File: src/rtl/rock_drive.sv
// rock_drive: rocking-mode drive controller with a PSfreq square wave and a PSamp PWM.
// Latency: targets register on the accept edge; levels follow by one step per tick wrap, or in one RAMP cycle.
// Backpressure: req_ready is low in STOP/FAULT and in any cycle with error=1. Macro ROCK_SOFTRAMP_EN enables stepped ramps.
module rock_drive #(
    parameter int AW        = 3,
    parameter int FW        = 3,
    parameter int PWM_W     = 8,
    parameter int RAMP_DIV  = 1024,
    parameter int HALF_BASE = 256
) (
    input  logic          clk,
    input  logic          reset,
    input  logic [AW-1:0] amp_req,
    input  logic [FW-1:0] freq_req,
    input  logic          req_valid,
    output logic          req_ready,
    input  logic          error,
    input  logic          fault_clr,
    output logic          PSfreq,
    output logic          PSamp,
    output logic [AW-1:0] amp_cur,
    output logic [FW-1:0] freq_cur,
    output logic          busy,
    output logic          fault
);

    // Parameter sanity checks at elaboration time
    if (PWM_W < AW) begin : g_bad_pwm_w
        $error("rock_drive: PWM_W must be >= AW");
    end
    if (RAMP_DIV < 1) begin : g_bad_ramp_div
        $error("rock_drive: RAMP_DIV must be >= 1");
    end
    if (HALF_BASE < 1) begin : g_bad_half_base
        $error("rock_drive: HALF_BASE must be >= 1");
    end

    typedef enum logic [2:0] {IDLE, RAMP, HOLD, STOP, FAULT} state_t;

    state_t        state;
    logic [AW-1:0] amp_tgt;
    logic [FW-1:0] freq_tgt;
    logic          rdy_en;     // stays low until the first edge after reset
    logic          open_st;
    logic          accept;
    logic [AW-1:0] amp_nxt;
    logic [FW-1:0] freq_nxt;
    logic          settle;

    assign open_st   = (state == IDLE) || (state == RAMP) || (state == HOLD);
    assign req_ready = rdy_en && open_st && !error;
    assign accept    = req_valid && req_ready;

`ifdef ROCK_SOFTRAMP_EN
    localparam int TW = (RAMP_DIV > 1) ? $clog2(RAMP_DIV) : 1;

    logic [TW-1:0] tick_cnt;
    logic          tick_wrap;

    assign tick_wrap = (tick_cnt == TW'(RAMP_DIV - 1));

    // Free-running ramp tick; never restarted by a new request
    always_ff @(posedge clk or negedge reset) begin
        if (!reset)         tick_cnt <= '0;
        else if (tick_wrap) tick_cnt <= '0;
        else                tick_cnt <= tick_cnt + 1'b1;
    end

    // Candidate levels: one step toward target per tick wrap, each level independently
    always_comb begin
        amp_nxt  = amp_cur;
        freq_nxt = freq_cur;
        if (tick_wrap) begin
            if (amp_cur < amp_tgt)       amp_nxt = amp_cur + 1'b1;
            else if (amp_cur > amp_tgt)  amp_nxt = amp_cur - 1'b1;
            if (freq_cur < freq_tgt)     freq_nxt = freq_cur + 1'b1;
            else if (freq_cur > freq_tgt) freq_nxt = freq_cur - 1'b1;
        end
    end
`else
    // Without soft ramping the levels jump straight to the targets
    assign amp_nxt  = amp_tgt;
    assign freq_nxt = freq_tgt;
`endif

    assign settle = (amp_nxt == amp_tgt) && (freq_nxt == freq_tgt);

    // Control FSM with registered busy/fault; an accept or error edge holds the levels for that edge
    always_ff @(posedge clk or negedge reset) begin
        if (!reset) begin
            state    <= IDLE;
            amp_tgt  <= '0;
            freq_tgt <= '0;
            amp_cur  <= '0;
            freq_cur <= '0;
            busy     <= 1'b0;
            fault    <= 1'b0;
            rdy_en   <= 1'b0;
        end else begin
            rdy_en <= 1'b1;
            case (state)
                IDLE, RAMP, HOLD: begin
                    if (error) begin
                        amp_tgt  <= '0;
                        freq_tgt <= '0;
                        state    <= STOP;
                        busy     <= 1'b1;
                    end else if (accept) begin
                        amp_tgt  <= amp_req;
                        freq_tgt <= freq_req;
                        if ((amp_req == amp_cur) && (freq_req == freq_cur)) begin
                            state <= ((amp_req == '0) && (freq_req == '0)) ? IDLE : HOLD;
                            busy  <= 1'b0;
                        end else begin
                            state <= RAMP;
                            busy  <= 1'b1;
                        end
                    end else if (state == RAMP) begin
                        amp_cur  <= amp_nxt;
                        freq_cur <= freq_nxt;
                        if (settle) begin
                            state <= ((amp_tgt == '0) && (freq_tgt == '0)) ? IDLE : HOLD;
                            busy  <= 1'b0;
                        end
                    end
                end
                STOP: begin
                    amp_cur  <= amp_nxt;
                    freq_cur <= freq_nxt;
                    if (settle) begin
                        state <= FAULT;
                        busy  <= 1'b0;
                        fault <= 1'b1;
                    end
                end
                FAULT: begin
                    amp_cur  <= '0;
                    freq_cur <= '0;
                    if (fault_clr && !error) begin
                        state <= IDLE;
                        fault <= 1'b0;
                    end
                end
                default: begin
                    state <= IDLE;
                    busy  <= 1'b0;
                    fault <= 1'b0;
                end
            endcase
        end
    end

    // Amplitude PWM: duty is amp_cur scaled to the top bits of the counter
    logic [PWM_W-1:0] pwm_cnt;
    logic [PWM_W-1:0] amp_thr;

    assign amp_thr = PWM_W'(amp_cur) << (PWM_W - AW);
    assign PSamp   = (pwm_cnt < amp_thr);

    // Free-running PWM counter, wraps naturally at 2^PWM_W
    always_ff @(posedge clk or negedge reset) begin
        if (!reset) pwm_cnt <= '0;
        else        pwm_cnt <= pwm_cnt + 1'b1;
    end

    // Half-period length is sampled at the first cycle of each half so a change never cuts one short
    localparam int HW = $clog2((2 ** FW) * HALF_BASE + 1);
    localparam logic [HW-1:0] FSPAN = HW'(2 ** FW);
    localparam logic [HW-1:0] HBASE = HW'(HALF_BASE);

    logic [HW-1:0] half_cnt;
    logic [HW-1:0] half_len;
    logic [HW-1:0] half_new;
    logic [HW-1:0] half_now;

    assign half_new = (FSPAN - HW'(freq_cur)) * HBASE;
    assign half_now = (half_cnt == '0) ? half_new : half_len;

    // PSfreq generator; freq_cur=0 parks the output low with the counter cleared
    always_ff @(posedge clk or negedge reset) begin
        if (!reset) begin
            PSfreq   <= 1'b0;
            half_cnt <= '0;
            half_len <= '0;
        end else if (freq_cur == '0) begin
            PSfreq   <= 1'b0;
            half_cnt <= '0;
        end else begin
            if (half_cnt == '0) half_len <= half_new;
            if (half_cnt == half_now - 1'b1) begin
                PSfreq   <= ~PSfreq;
                half_cnt <= '0;
            end else begin
                half_cnt <= half_cnt + 1'b1;
            end
        end
    end

endmodule

File: config.mk
export PLATFORM = sky130hd
export DESIGN_NAME = rock_drive
export DESIGN_NICKNAME = d
export VERILOG_FILES = /design/src/rtl/rock_drive.sv
export SDC_FILE = /design/constraint.sdc
export NUM_CORES = 1
export LEC_CHECK = 0
export BUFFER_PORTS_ARGS = -buffer_cell sky130_fd_sc_hd__buf_2
export CAP_MARGIN = 5
export CELL_PAD_IN_SITES_DETAIL_PLACEMENT = 0
export CELL_PAD_IN_SITES_GLOBAL_PLACEMENT = 1
export CORE_MARGIN = 4
export CORE_UTILIZATION = 44
export CTS_BUF_LIST = sky130_fd_sc_hd__clkbuf_8
export CTS_CLUSTER_SIZE = 10
export DETAILED_ROUTE_END_ITERATION = 7
export GPL_ROUTABILITY_DRIVEN = 1
export HOLD_SLACK_MARGIN = 0.06
export PLACE_DENSITY = 0.81
export SYNTH_ARGS = -nofsm -noshare
export SYNTH_HDL_FRONTEND = slang
export SYNTH_SLANG_ARGS = --single-unit
File: constraint.sdc
create_clock -name clk -period 3.4 [get_ports clk]
set_input_delay 0.85 -clock clk [delete_from_list [all_inputs] [get_ports clk]]
set_output_delay 0.85 -clock clk [all_outputs]
set_load 0.02 [all_outputs]
; After elaboration in Yosys (flattened, before gate mapping)
; Index checks and enable logic that the tools add are counted.
; Widths: inputs -> output; s select.
[word_totals]
regBits = 51
input_bits = 11
wordCells = 90
[op_classes]
n_addsub = 4
magnitude_cmp = 1
n_eq_ne = 12
muxes = 32
bitwise_logic = 3
reduce_logical = 26
[op_table]
columns = cell, n
row1 = $mux 3, 14
row2 = $mux 12, 3
row3 = $pmux 3 s3, 3
row4 = $logic_not 3->1, 6
row5 = $add 12x1->12 const B, 1
row6 = $eq 12x12->1, 1
row7 = $logic_not 12->1, 1
row8 = $sub 12x1->12 const B, 1
row9 = $add 8x1->8 const B, 1
row10 = $lt 8x8->1, 1
row11 = $ne 2x2->1 const B, 4
row12 = $reduce_and 2->1, 4
row13 = $logic_and 1x1->1, 7
row14 = $mux 1, 7
row15 = $eq 3x2->1 const B, 2
row16 = $eq 3x3->1, 2
row17 = $mux 2, 3
row18 = $ne 4x4->1 const B, 1
row19 = $reduce_and 4->1, 1
row20 = $reduce_bool 2->1, 2
row21 = $sub 4x3->4 const A, 1
row22 = $eq 3x1->1 const B, 1
row23 = $eq 3x3->1 const B, 1
row24 = $not 1->1, 3
row25 = 6 further kinds, 7

; Logic depth before layout (Yosys ltp)
; Gate-level depths: netlist (run 1).
[logic_depth]
ltp_word = 9
ltp_mapped = 16

; Worst setup path before layout (run 1)
; Ideal clock, no wire load.
[synth_path]
path_type = register to register
start = reg half_cnt[0]
end = reg PSfreq
arrival_ns = 3.399
path_slack_ns = -0.126
stages_incl_launch_ff = 15
path_buffers = 2
period_less_slack_ns = 3.526
cell_sequence = dfrtp_1 > inv_1 > ha_1 > nor3b_2 > nand3_1 > clkbuf_1 > nand2_1 > ha_1 > clkbuf_1 > nor3b_1 > o22ai_1 > nand4b_1 > mux2_1 > a2111oi_2 > mux2_1
[synth_via]
elab_chain_len = 5
[synth_lines]
columns = element, line
row1 = from (decl), 171  ; logic [HW-1:0] half_cnt;
row2 = from (signal assigned), 194  ; half_cnt <= half_cnt + 1'b1;
row3 = $logic_not 12->1, 177  ; assign half_now = (half_cnt == '0) ? half_new : half_len;
row4 = $mux 12, --
row5 = $sub 12x1->12, 190  ; if (half_cnt == half_now - 1'b1) begin
row6 = $eq 12x12->1 *, 190
row7 = $reduce_bool 2->1 (no source line) *, --
row8 = to (signal assigned), 191  ; PSfreq <= ~PSfreq;
row9 = to (decl), 19  ; output logic PSfreq,
; Mark *: on every way between the ends. The rest lies on a longest branch, timed or not.
; A chain may end at the register's enable or synchronous reset.

; Worst setup path in the final report (run 1)
; Ends and elaborated chain as after synthesis.

==> metrics, run 1 <==
outcome=finished, final reports clean; drt first-iter violations=~190; Antenna diodes=0; global-route wire length before repair=~12 mm; largest cells by area after synthesis=dfrtp_1, xnor2_1, ha_1; post-route setup TNS=0 ns; fin. max-slew vios=0; Routed WL=7.056 mm; Synth Area per Inst=around 9.6 µm²; Root Driver=clkbuf_8; DR WL/cell=15.37 µm; register area=roughly 1300 µm²; period utilization=90.43%; Clock Latency Late Sink=between 0.3 and 0.4 ns; RSZ-0062 raised after global routing=no; hold depth=1; slew at the pin closest to its max-slew limit=0.6576 ns; Vias=around 2.5k; Initial Util=approximately 46%; worst-path maximum fanout=6; Layout area overhead=14.80%; warnings from Yosys=0; Worst Clk Skew=~0.0054 ns; die area=approximately 8500 µm²; CTS Sinks=51; CP required=~3.6 ns; largest net degree at the start of global routing=52; fillers=about 640; share of the synthesized area in the top cell type=a little over 40%; post-synth net total=about 350; core box area=between 6000 and 7000 µm²; sequential element share of the synthesized area=roughly 41%; Post-route DRC=0; initial antenna violation count=0; most common cell after layout, fill and taps aside=dfrtp_1; dpl hpwl=around 5.2 mm; CP Capture Type=flop; total power=roughly 2500 µW; NetSw=between 1000 and 1500 µW; area of the multi-input gates=around 1700 µm²; H-tree depth=2; post-route ant nets=0; CTS tree=done; Final Hold Viols=0; async set or reset register ratio after synthesis=100.0%; Clk network pwr share=between 10% and 20%; Flop pwr share=between 30% and 40%; worst ir drop on vdd=~0.43 mV; Post-CTS Hold Buffers=0; vias per cell=about 5.5; CP startpoint kind=flop; crit path kind=reg2reg; Tmin final=approximately 3.1 ns; Post-synth EDFFs=0; normalized max-slew margin=between 50% and 60%; hold endpoint=pwm_cnt[0]$_DFF_PN0_; reg2reg setup slack=between 0.3 and 0.4 ns; Critical R2R Capture=PSfreq$_DFFE_PN0P_; post-synth top area cell=dfrtp_1; grt total ovfl=0; Main synth FF type=dfrtp_1; clock-pin slew on the worst setup and hold paths=0.10 ns; share of cells above drive strength 1=about 22%; depth of the most critical reg-to-reg path=12; Max-cap violations=0; Overall Global Routing Usage=about 17%; sw frac=around two fifths; Worst R2R Start=half_cnt[0]$_DFF_PN0_; Die Width=92.44 µm; I/O Pins=22; most frequent cells in the layout=dfrtp_1, nand2_1, buf_4, buf_2; first-pass iteration count of the detailed router=5; Layout Nets=~380; Port Buffers=21; Max Freq=~330 MHz; Num CTS Buffers=5; Pwr Density=707.5 nW/µm²; critical path arrival=3.27 ns; Int Power=about 1500 µW; HP Start=pwm_cnt[0]$_DFF_PN0_; Die Span Y=between 90 and 100 µm; post-synth cell types=59; global placer's final weighted congestion=0.8600; Synth Register Bits=between 50 and 60; worst hold path type=reg2reg; final setup vio count=0; Pleak=roughly 0.0017 µW; vias in the first global route=approximately 2.4k; worst-case clock buffer depth=2; hold_ws=approximately 0.48 ns; floorplan row count=30; synthesized instance count=327; mapped cell area=about 3100 µm²; Logic pwr share=48.0%
==> state kept, by name, indices dropped and copies added (netlist names) <==
register and cells:
half_cnt 12, half_len 12, pwm_cnt 8, amp_cur 3, amp_nxt 3, freq_cur 3, freq_nxt 3, state 3
PSfreq 1, busy 1, fault 1, rdy_en 1
==> power by group through the flow <==
stage	combinational, µW	sequential, µW	clock [µW]
floorplan	832	914	0
global placement	1200	893	0
detailed placement	1210	896	0
CTS	1220	885	451
global route	1340	906	475
finish	1220	885	440
==> through the flow <==
| stage | utilization (%) | instances | instance area [µm²] | setup WS (ns) |
|---|---|---|---|---|
| after global placement | 50.33 | 450 | 3457 | 0.2123 |
| after CTS | 52.02 | 458 | 3573 | 0.009136 |
| final | 52.42 | 459 | 3601 | 0.3254 |
| after global routing | 52.42 | 459 | 3601 | 0.1583 |
| after floorplan | - | 327 | 3148 | 0.01660 |
| after detailed placement | 50.33 | 450 | 3457 | 0.04616 |
==> area by class of cell <==
cell class | instances | area share, %
multi-input combinational | 240 | 47.64
sequential | 51 | 35.44
timing repair buffer | 46 | 8.478
tap | 96 | 3.336
clock buffer | 5 | 1.911
inverter | 18 | 1.876
clock inverter | 3 | 1.320
==> cells by family after synthesis <==
family	share of synthesized area (%)
AOI/OAI and AO/OA	16.12
xor gates and xnor gates	7.260
adders and majority gates	3.191
buffers and inverters	5.225
DFF	40.69
muxes	2.433
other	0.1196
and+or+nand+nor	24.97
==> synth_stat cells (all sizes together), types with 2 or more instances <==
cell type and instances:
a21boi 2, o22ai 7, inv 18, nand3 12
o31ai 4, clkbuf 11, or3 2, mux2i 2
nand2b 3, nor2b 14, nor3 17, nand2 25
and3 11, nor3b 4, xor2 9, mux2 5
o41ai 2, a32oi 3, ha 8, a21o 2
or4 7, a22o 6, nand4b 2, nor4 3
nor2 15, nand4 6, a311oi 4, o21ai 11
dfrtp 51, a21oi 18, buf 7, xnor2 17
nand3b 2
==> timing repair <==
item                       in CTS  in global routing
setup endpoints to repair       0                 12
resized for setup               0                  1
buffers inserted                0                  1
==> routing by layer <==
layer  part of all wire [%]  vias up  routed length, µm  GRT usage, %
li1                       -     1250                  -             -
met1                     48     1205               3384         25.08
met2                     46       74               3272         25.98
met3                    4.0       12                280         2.924
met4                    1.7        0                119         5.569
met5                      0        -                  0             0
==> worst max-delay path by stage <==
stage | startpoint | end | slack (ns) | cells past startpoint
2_1_floorplan | half_cnt[0]$_DFF_PN0_ | PSfreq$_DFFE_PN0P_ | 0.02 | 14
3_3_place_gp | half_cnt[0]$_DFF_PN0_ | half_cnt[1]$_DFF_PN0_ | 0.21 | 13
3_5_place_dp | half_cnt[0]$_DFF_PN0_ | half_cnt[9]$_DFF_PN0_ | 0.05 | 13
4_1_cts | half_cnt[0]$_DFF_PN0_ | half_cnt[9]$_DFF_PN0_ | 0.009 | 13
5_1_grt | half_cnt[0]$_DFF_PN0_ | PSfreq$_DFFE_PN0P_ | 0.16 | 12
6_report | half_cnt[0]$_DFF_PN0_ | PSfreq$_DFFE_PN0P_ | 0.33 | 12
==> critical path, cell delays in order (launching register included) <==
cell,delay [ns]
dfrtp_1,0.39
inv_1,0.08
ha_1,0.14
nor3b_4,0.18
nand3_1,0.16
nand2_1,0.12
ha_1,0.23
nor3b_2,0.29
o22ai_1,0.12
nand4b_1,0.20
mux2_1,0.32
a2111oi_2,0.35
mux2_1,0.36
Power figures use the tool's default switching activity.
==> inputs of run 2 (changes only) <==
--- a/config.mk
+++ b/config.mk
@@ -11,12 +11,13 @@
 export CELL_PAD_IN_SITES_GLOBAL_PLACEMENT = 1
 export CORE_MARGIN = 4
 export CORE_UTILIZATION = 44
-export CTS_BUF_LIST = sky130_fd_sc_hd__clkbuf_8
+export CTS_BUF_LIST = sky130_fd_sc_hd__clkbuf_4
 export CTS_CLUSTER_SIZE = 10
 export DETAILED_ROUTE_END_ITERATION = 7
 export GPL_ROUTABILITY_DRIVEN = 1
 export HOLD_SLACK_MARGIN = 0.06
 export PLACE_DENSITY = 0.81
+export SLEW_MARGIN = 5
 export SYNTH_ARGS = -nofsm -noshare
 export SYNTH_HDL_FRONTEND = slang
 export SYNTH_SLANG_ARGS = --single-unit
==> run 2 against run 1 <==
  * Cell count stayed put
  * Critical path depth is the same
  * Clock power is 18% lower
  * Register-to-register slack about the same
  * Clock-buffer cell count is the same
  * Worst setup slack better by 0.0037 ns
  * Utilization decreased by 0.46 points
  * Global-route usage down 0.19 points
  * Largest power group unchanged
==> metrics, run 2 (synthesis results as in run 1) <==
outcome=finished, final reports clean; CTS Sinks=51; Layout area overhead=13.80%; Tmin final=3.071 ns; final core occ=roughly 52%; initial antenna violation count=0; final setup vio count=0; share of cells above drive strength 1=between 20% and 30%; dpl hpwl=5.173 mm; H-tree depth=2; Worst R2R Start=half_cnt[0]$_DFF_PN0_; core box area=around 6900 µm²; worst ir drop on vdd=~0.43 mV; global placer's final weighted congestion=between 0.8 and 0.9; HP Start=pwm_cnt[0]$_DFF_PN0_; Initial Util=between 40 and 50%; worst hold path type=reg2reg; CP delay by family, top=simple AND/OR/NAND/NOR gates; Flop pwr share=between 30% and 40%; Die Width=between 90 and 100 µm; Pleak=about 0.0017 µW; clock-pin slew on the worst setup and hold paths=0.15 ns; most frequent cells in the layout=dfrtp_1, nand2_1, buf_4, buf_2; largest registers=half_cnt x12, half_len x12, pwm_cnt x8; CP peak stage delay=about 0.41 ns; crit path kind=reg2reg; drt first-iter violations=192; sw frac=a little over two fifths; Post-route DRC=0; Port Buffers=21; fin. max-slew vios=0; hold depth=1; most common cell after layout, fill and taps aside=dfrtp_1; Max Freq=~330 MHz; Clock Latency Late Sink=0.36 ns; worst-path maximum fanout=6; floorplan row count=30; total power=2465 µW; Final Hold Viols=0; Layout Nets=381; CTS tree=done; CP startpoint kind=flop; post-route ant nets=0; Die Span Y=a little over 90 µm; Max-cap violations=0; Clk network pwr share=14.6%; NetSw=~1000 µW; Root Driver=clkbuf_4; I/O Pins=22; CP Capture Type=flop; normalized max-slew margin=between 50% and 60%; RSZ-0062 raised after global routing=no; Vias=~2.5k; slew at the pin closest to its max-slew limit=around 0.66 ns; WP buf/inv=1; post-route setup TNS=0 ns; Routed WL=6.957 mm; Overall Global Routing Usage=between 10% and 20%; worst-case clock buffer depth=2; DR WL/cell=about 15 µm; vias in the first global route=2,387; Num CTS Buffers=5; Critical R2R Capture=PSfreq$_DFFE_PN0P_; Logic pwr share=approximately 50%; period utilization=90.32%; vias per cell=between 5 and 6; first-pass iteration count of the detailed router=4; grt total ovfl=0; Post-CTS Hold Buffers=0; Worst Clk Skew=slightly above 0.007 ns; Antenna diodes=0; Int Power=1425 µW; die area=approximately 8500 µm²; largest net degree at the start of global routing=52; Setup WS post-layout=around 0.33 ns; CP required=between 3 and 4 ns; Slowest-stage cell, CP=dfrtp_1; pre-CTS setup slack=0.04616 ns; Cell Chain, Critical Path=inv_1 -> ha_1 -> nor3b_4 -> nand3_1 -> nand2_1 -> ha_1 -> nor3b_2 -> o22ai_1 -> nand4b_1 -> mux2_1 -> a2111oi_2 -> mux2_1; reg2reg setup slack=around 0.33 ns; depth of the most critical reg-to-reg path=12; global-route wire length before repair=about 12 mm; hold endpoint=pwm_cnt[0]$_DFF_PN0_; Pwr Density=~700 nW/µm²; critical path arrival=3.33 ns
-- run 2: worst reg2reg max path, cell delays in order (launching register included) --
cell and delay [ns]:
dfrtp_1 0.41, inv_1 0.08, ha_1 0.14, nor3b_4 0.18, nand3_1 0.16, nand2_1 0.12, ha_1 0.23, nor3b_2 0.30
o22ai_1 0.12, nand4b_1 0.20, mux2_1 0.32, a2111oi_2 0.35, mux2_1 0.36
-- run 2: power groups by stage --
| stage | clock network [µW] | registers [µW] | logic (µW) |
|---|---|---|---|
| finish | 361 | 884 | 1220 |
| floorplan | 0 | 914 | 832 |
| detailed placement | 0 | 896 | 1210 |
| CTS | 373 | 885 | 1220 |
| global route | 397 | 906 | 1340 |
| global placement | 0 | 893 | 1200 |
-- run 2: routing by layer --
metal | GRT usage (%) | up-vias | share of wire [%]
met3 | 2.681 | 10 | 4.8
met4 | 4.827 | 0 | 1.5
met5 | 0 | - | 0
met2 | 25.86 | 64 | 46
li1 | - | 1252 | -
met1 | 25.08 | 1196 | 47
-- run 2: what timing repair did --
| action | in CTS | in global routing |
|---|---|---|
| resized for setup | 0 | 1 |
| buffers inserted | 0 | 1 |
| setup endpoints to repair | 0 | 12 |
-- run 2: worst max path at each step --
stage	cells past startpoint	endpoint	from
3_5_place_dp	13	half_cnt[9]$_DFF_PN0_	half_cnt[0]$_DFF_PN0_
5_1_grt	12	PSfreq$_DFFE_PN0P_	half_cnt[0]$_DFF_PN0_
6_report	12	PSfreq$_DFFE_PN0P_	half_cnt[0]$_DFF_PN0_
4_1_cts	13	half_cnt[9]$_DFF_PN0_	half_cnt[0]$_DFF_PN0_
2_1_floorplan	14	PSfreq$_DFFE_PN0P_	half_cnt[0]$_DFF_PN0_
3_3_place_gp	13	half_cnt[1]$_DFF_PN0_	half_cnt[0]$_DFF_PN0_
-- run 2: final cells by class --
| type | count | area [µm²] |
|---|---|---|
| Inverter | 18 | 67.56 |
| Tap cell | 96 | 120.1 |
| Sequential cell | 51 | 1276 |
| Clock inverter | 3 | 47.55 |
| Multi-Input combinational cell | 240 | 1715 |
| Timing Repair Buffer | 46 | 305.3 |
| Fill cell | 643 | 3299 |
| Clock buffer | 5 | 37.54 |
-- run 2: through the flow --
step | instances | hold WS (ns) | cell area, µm²
global placement | 450 | 0.4654 | 3457
CTS | 458 | 0.4952 | 3542
detailed placement | 450 | 0.4704 | 3457
global route | 459 | 0.5152 | 3570
finish | 459 | 0.4887 | 3570
floorplan | 327 | 0.4366 | 3148
==> inputs of run 3 (changes only) <==
--- a/config.mk
+++ b/config.mk
@@ -17,7 +17,7 @@
 export GPL_ROUTABILITY_DRIVEN = 1
 export HOLD_SLACK_MARGIN = 0.06
 export PLACE_DENSITY = 0.81
-export SLEW_MARGIN = 5
+export SLEW_MARGIN = 20
 export SYNTH_ARGS = -nofsm -noshare
 export SYNTH_HDL_FRONTEND = slang
 export SYNTH_SLANG_ARGS = --single-unit
==> constraint.sdc (replaced) <==
create_clock -name clk -period 3.4 [get_ports clk]
set_input_delay 0.34 -clock clk [delete_from_list [all_inputs] [get_ports clk]]
set_output_delay 0.34 -clock clk [all_outputs]
set_load 0.02 [all_outputs]
==> run 3 against run 2 <==
  * Cell count down 0.22%
  * First-iteration DRC count down 34%
  * Fmax down 2.1%
  * Critical endpoint unchanged
  * Worst setup slack worse by 0.066 ns
  * Worst hold slack worse by 0.39 ns
  * Clock-buffer cell count up 1
  * Sequential share of layout area down 0.12 points
  * Critical path depth unchanged
  * Non-clock buffer count down 1
  * Via count down 0.28%
  * Utilization up 0.18 points
  * Die area unchanged
  * Highest routed layer unchanged
==> metrics, run 3 (synthesis results as in run 1) <==
vias in the first global route=~2.5k; worst-case clock buffer depth=2; crit path kind=reg2reg; DR WL/cell=about 15 µm; global placer's final weighted congestion=around 0.86; Final Hold Viols=0; Max-cap violations=0; worst-path maximum fanout=6; worst ir drop on vdd=0.5011 mV; post-route setup TNS=0 ns; final core occ=a little over half; core box area=around 6900 µm²; share of cells above drive strength 1=between 20% and 30%; critical path arrival=between 3 and 4 ns; I/O Pins=22; post-route ant nets=0; most frequent cells in the layout=dfrtp_1, nand2_1, buf_4, buf_2; Post-route DRC=0; fin. max-slew vios=0; Port Buffers=21; Layout Nets=380; Pwr Density=702.5 nW/µm²; slew at the pin closest to its max-slew limit=0.9271 ns; Initial Util=45.66%; first-pass iteration count of the detailed router=4; dpl hpwl=between 5 and 6 mm; most common cell after layout, fill and taps aside=dfrtp_1; initial antenna violation count=0; final setup vio count=0; largest registers=half_cnt x12, half_len x12, pwm_cnt x8; floorplan row count=30; Overall Global Routing Usage=between 10% and 20%; Clock Latency Late Sink=0.36 ns; Tmin final=around 3.1 ns; RSZ-0062 raised after global routing=no; CP required=3.66 ns; vias per cell=about 5.5; largest net degree at the start of global routing=42; CP startpoint kind=flop; die area=roughly 8500 µm²; Slowest-stage cell, CP=dfrtp_1; CP Capture Type=flop; global-route wire length before repair=around 12 mm; period utilization=92.27%; CTS Sinks=51; Worst R2R Start=half_cnt[0]$_DFF_PN0_; Critical R2R Capture=PSfreq$_DFFE_PN0P_; Pleak=around 0.0017 µW; depth of the most critical reg-to-reg path=12; H-tree depth=2; drt first-iter violations=about 130; CTS tree=done; worst hold path type=in2async; clock-pin slew on the worst setup and hold paths=0.14 ns; Max Freq=between 300 and 400 MHz; outcome=finished, final reports clean; CP peak stage delay=around 0.4 ns; Antenna diodes=0; reg2reg setup slack=approximately 0.26 ns; Num CTS Buffers=5; grt total ovfl=0; Root Driver=clkbuf_4; Layout area overhead=14.20%; Die Span Y=about 92 µm; Routed WL=between 6 and 7 mm; Cell Chain, Critical Path=inv_1 -> ha_1 -> nor3b_4 -> nand3_1 -> nand2_1 -> ha_1 -> nor3b_2 -> o22ai_1 -> nand4b_1 -> mux2_1 -> a2111oi_2 -> mux2_1; Die Width=~90 µm; post-CTS resize count=0; Vias=2,515; normalized max-slew margin=between 30% and 40%; Worst Clk Skew=~0.01 ns
==> run 3: changes by cell type in the layout (fill, tap and decap cells not counted), sizes merged <==
cell / before / now
buf: 46 / 45
bufinv: 1 / 2
clkbuf: 5 / 6
clkinv: 1 / 0
inv: 19 / 18
==> run 3: power by group <==
part | leakage, µW | internal, µW | switching, µW | total, µW
logic | 0.000955 | 526 | 687 | 1210
clock network | 0.0000559 | 238 | 186 | 424
registers | 0.000663 | 733 | 147 | 881
total | 0.00167 | 1500 | 1020 | 2520
==> run 3: timing repair <==
| item | in CTS | in global routing |
|---|---|---|
| setup buffers | 0 | 1 |
| hold buffers | 0 | 0 |
| endpoints found under the setup margin | 0 | 12 |
==> run 3: cell type report <==
cell class | instances | area (µm²)
tap | 96 | 120.1
multi-input combinational | 240 | 1715
clock buffer | 6 | 45.04
clock inverter | 2 | 60.06
sequential | 51 | 1276
timing repair buffer | 45 | 297.8
inverter | 18 | 67.56
fill | 620 | 3287
==> run 3: through the flow <==
stage | instance area, µm² | power, µW | std cells | worst slack (ns) | hold WS [ns]
2_1_floorplan | 3148 | 1746 | 327 | 0.01660 | 0.04441
3_3_place_gp | 3450 | 2078 | 449 | 0.1995 | 0.4632
3_5_place_dp | 3450 | 2099 | 449 | 0.05065 | 0.4638
4_1_cts | 3555 | 2534 | 457 | 0.002433 | 0.1266
5_1_grt | 3582 | 2711 | 458 | 0.05648 | 0.1476
6_report | 3582 | 2516 | 458 | 0.2627 | 0.1021
==> run 3: critical path, delay by kind of cell, from the launching register on <==
| kind | cells | cell delay (ns) |
|---|---|---|
| DFF | 1 | 0.40 |
| adders and majority gates | 2 | 0.40 |
| AOI/OAI and AO/OA | 2 | 0.51 |
| buffers and inverters | 1 | 0.08 |
| muxes | 2 | 0.68 |
| and+or+nand+nor | 5 | 0.96 |
==> run 3: worst max-delay path by stage <==
stage | start | cells after the start | to
3_5_place_dp | half_cnt[0]$_DFF_PN0_ | 13 | half_cnt[1]$_DFF_PN0_
6_report | half_cnt[0]$_DFF_PN0_ | 12 | PSfreq$_DFFE_PN0P_
3_3_place_gp | half_cnt[0]$_DFF_PN0_ | 13 | half_cnt[9]$_DFF_PN0_
5_1_grt | half_cnt[0]$_DFF_PN0_ | 12 | PSfreq$_DFFE_PN0P_
2_1_floorplan | half_cnt[0]$_DFF_PN0_ | 14 | PSfreq$_DFFE_PN0P_
4_1_cts | half_cnt[0]$_DFF_PN0_ | 13 | half_cnt[1]$_DFF_PN0_
==> run 3: per-layer routing <==
metal | track usage (%) | part of all wire [%] | vias up
met4 | 3.837 | 0.90 | 0
met5 | 0 | 0 | -
met2 | 27.43 | 46 | 55
met1 | 23.79 | 48 | 1207
li1 | - | - | 1247
met3 | 3.168 | 4.4 | 6
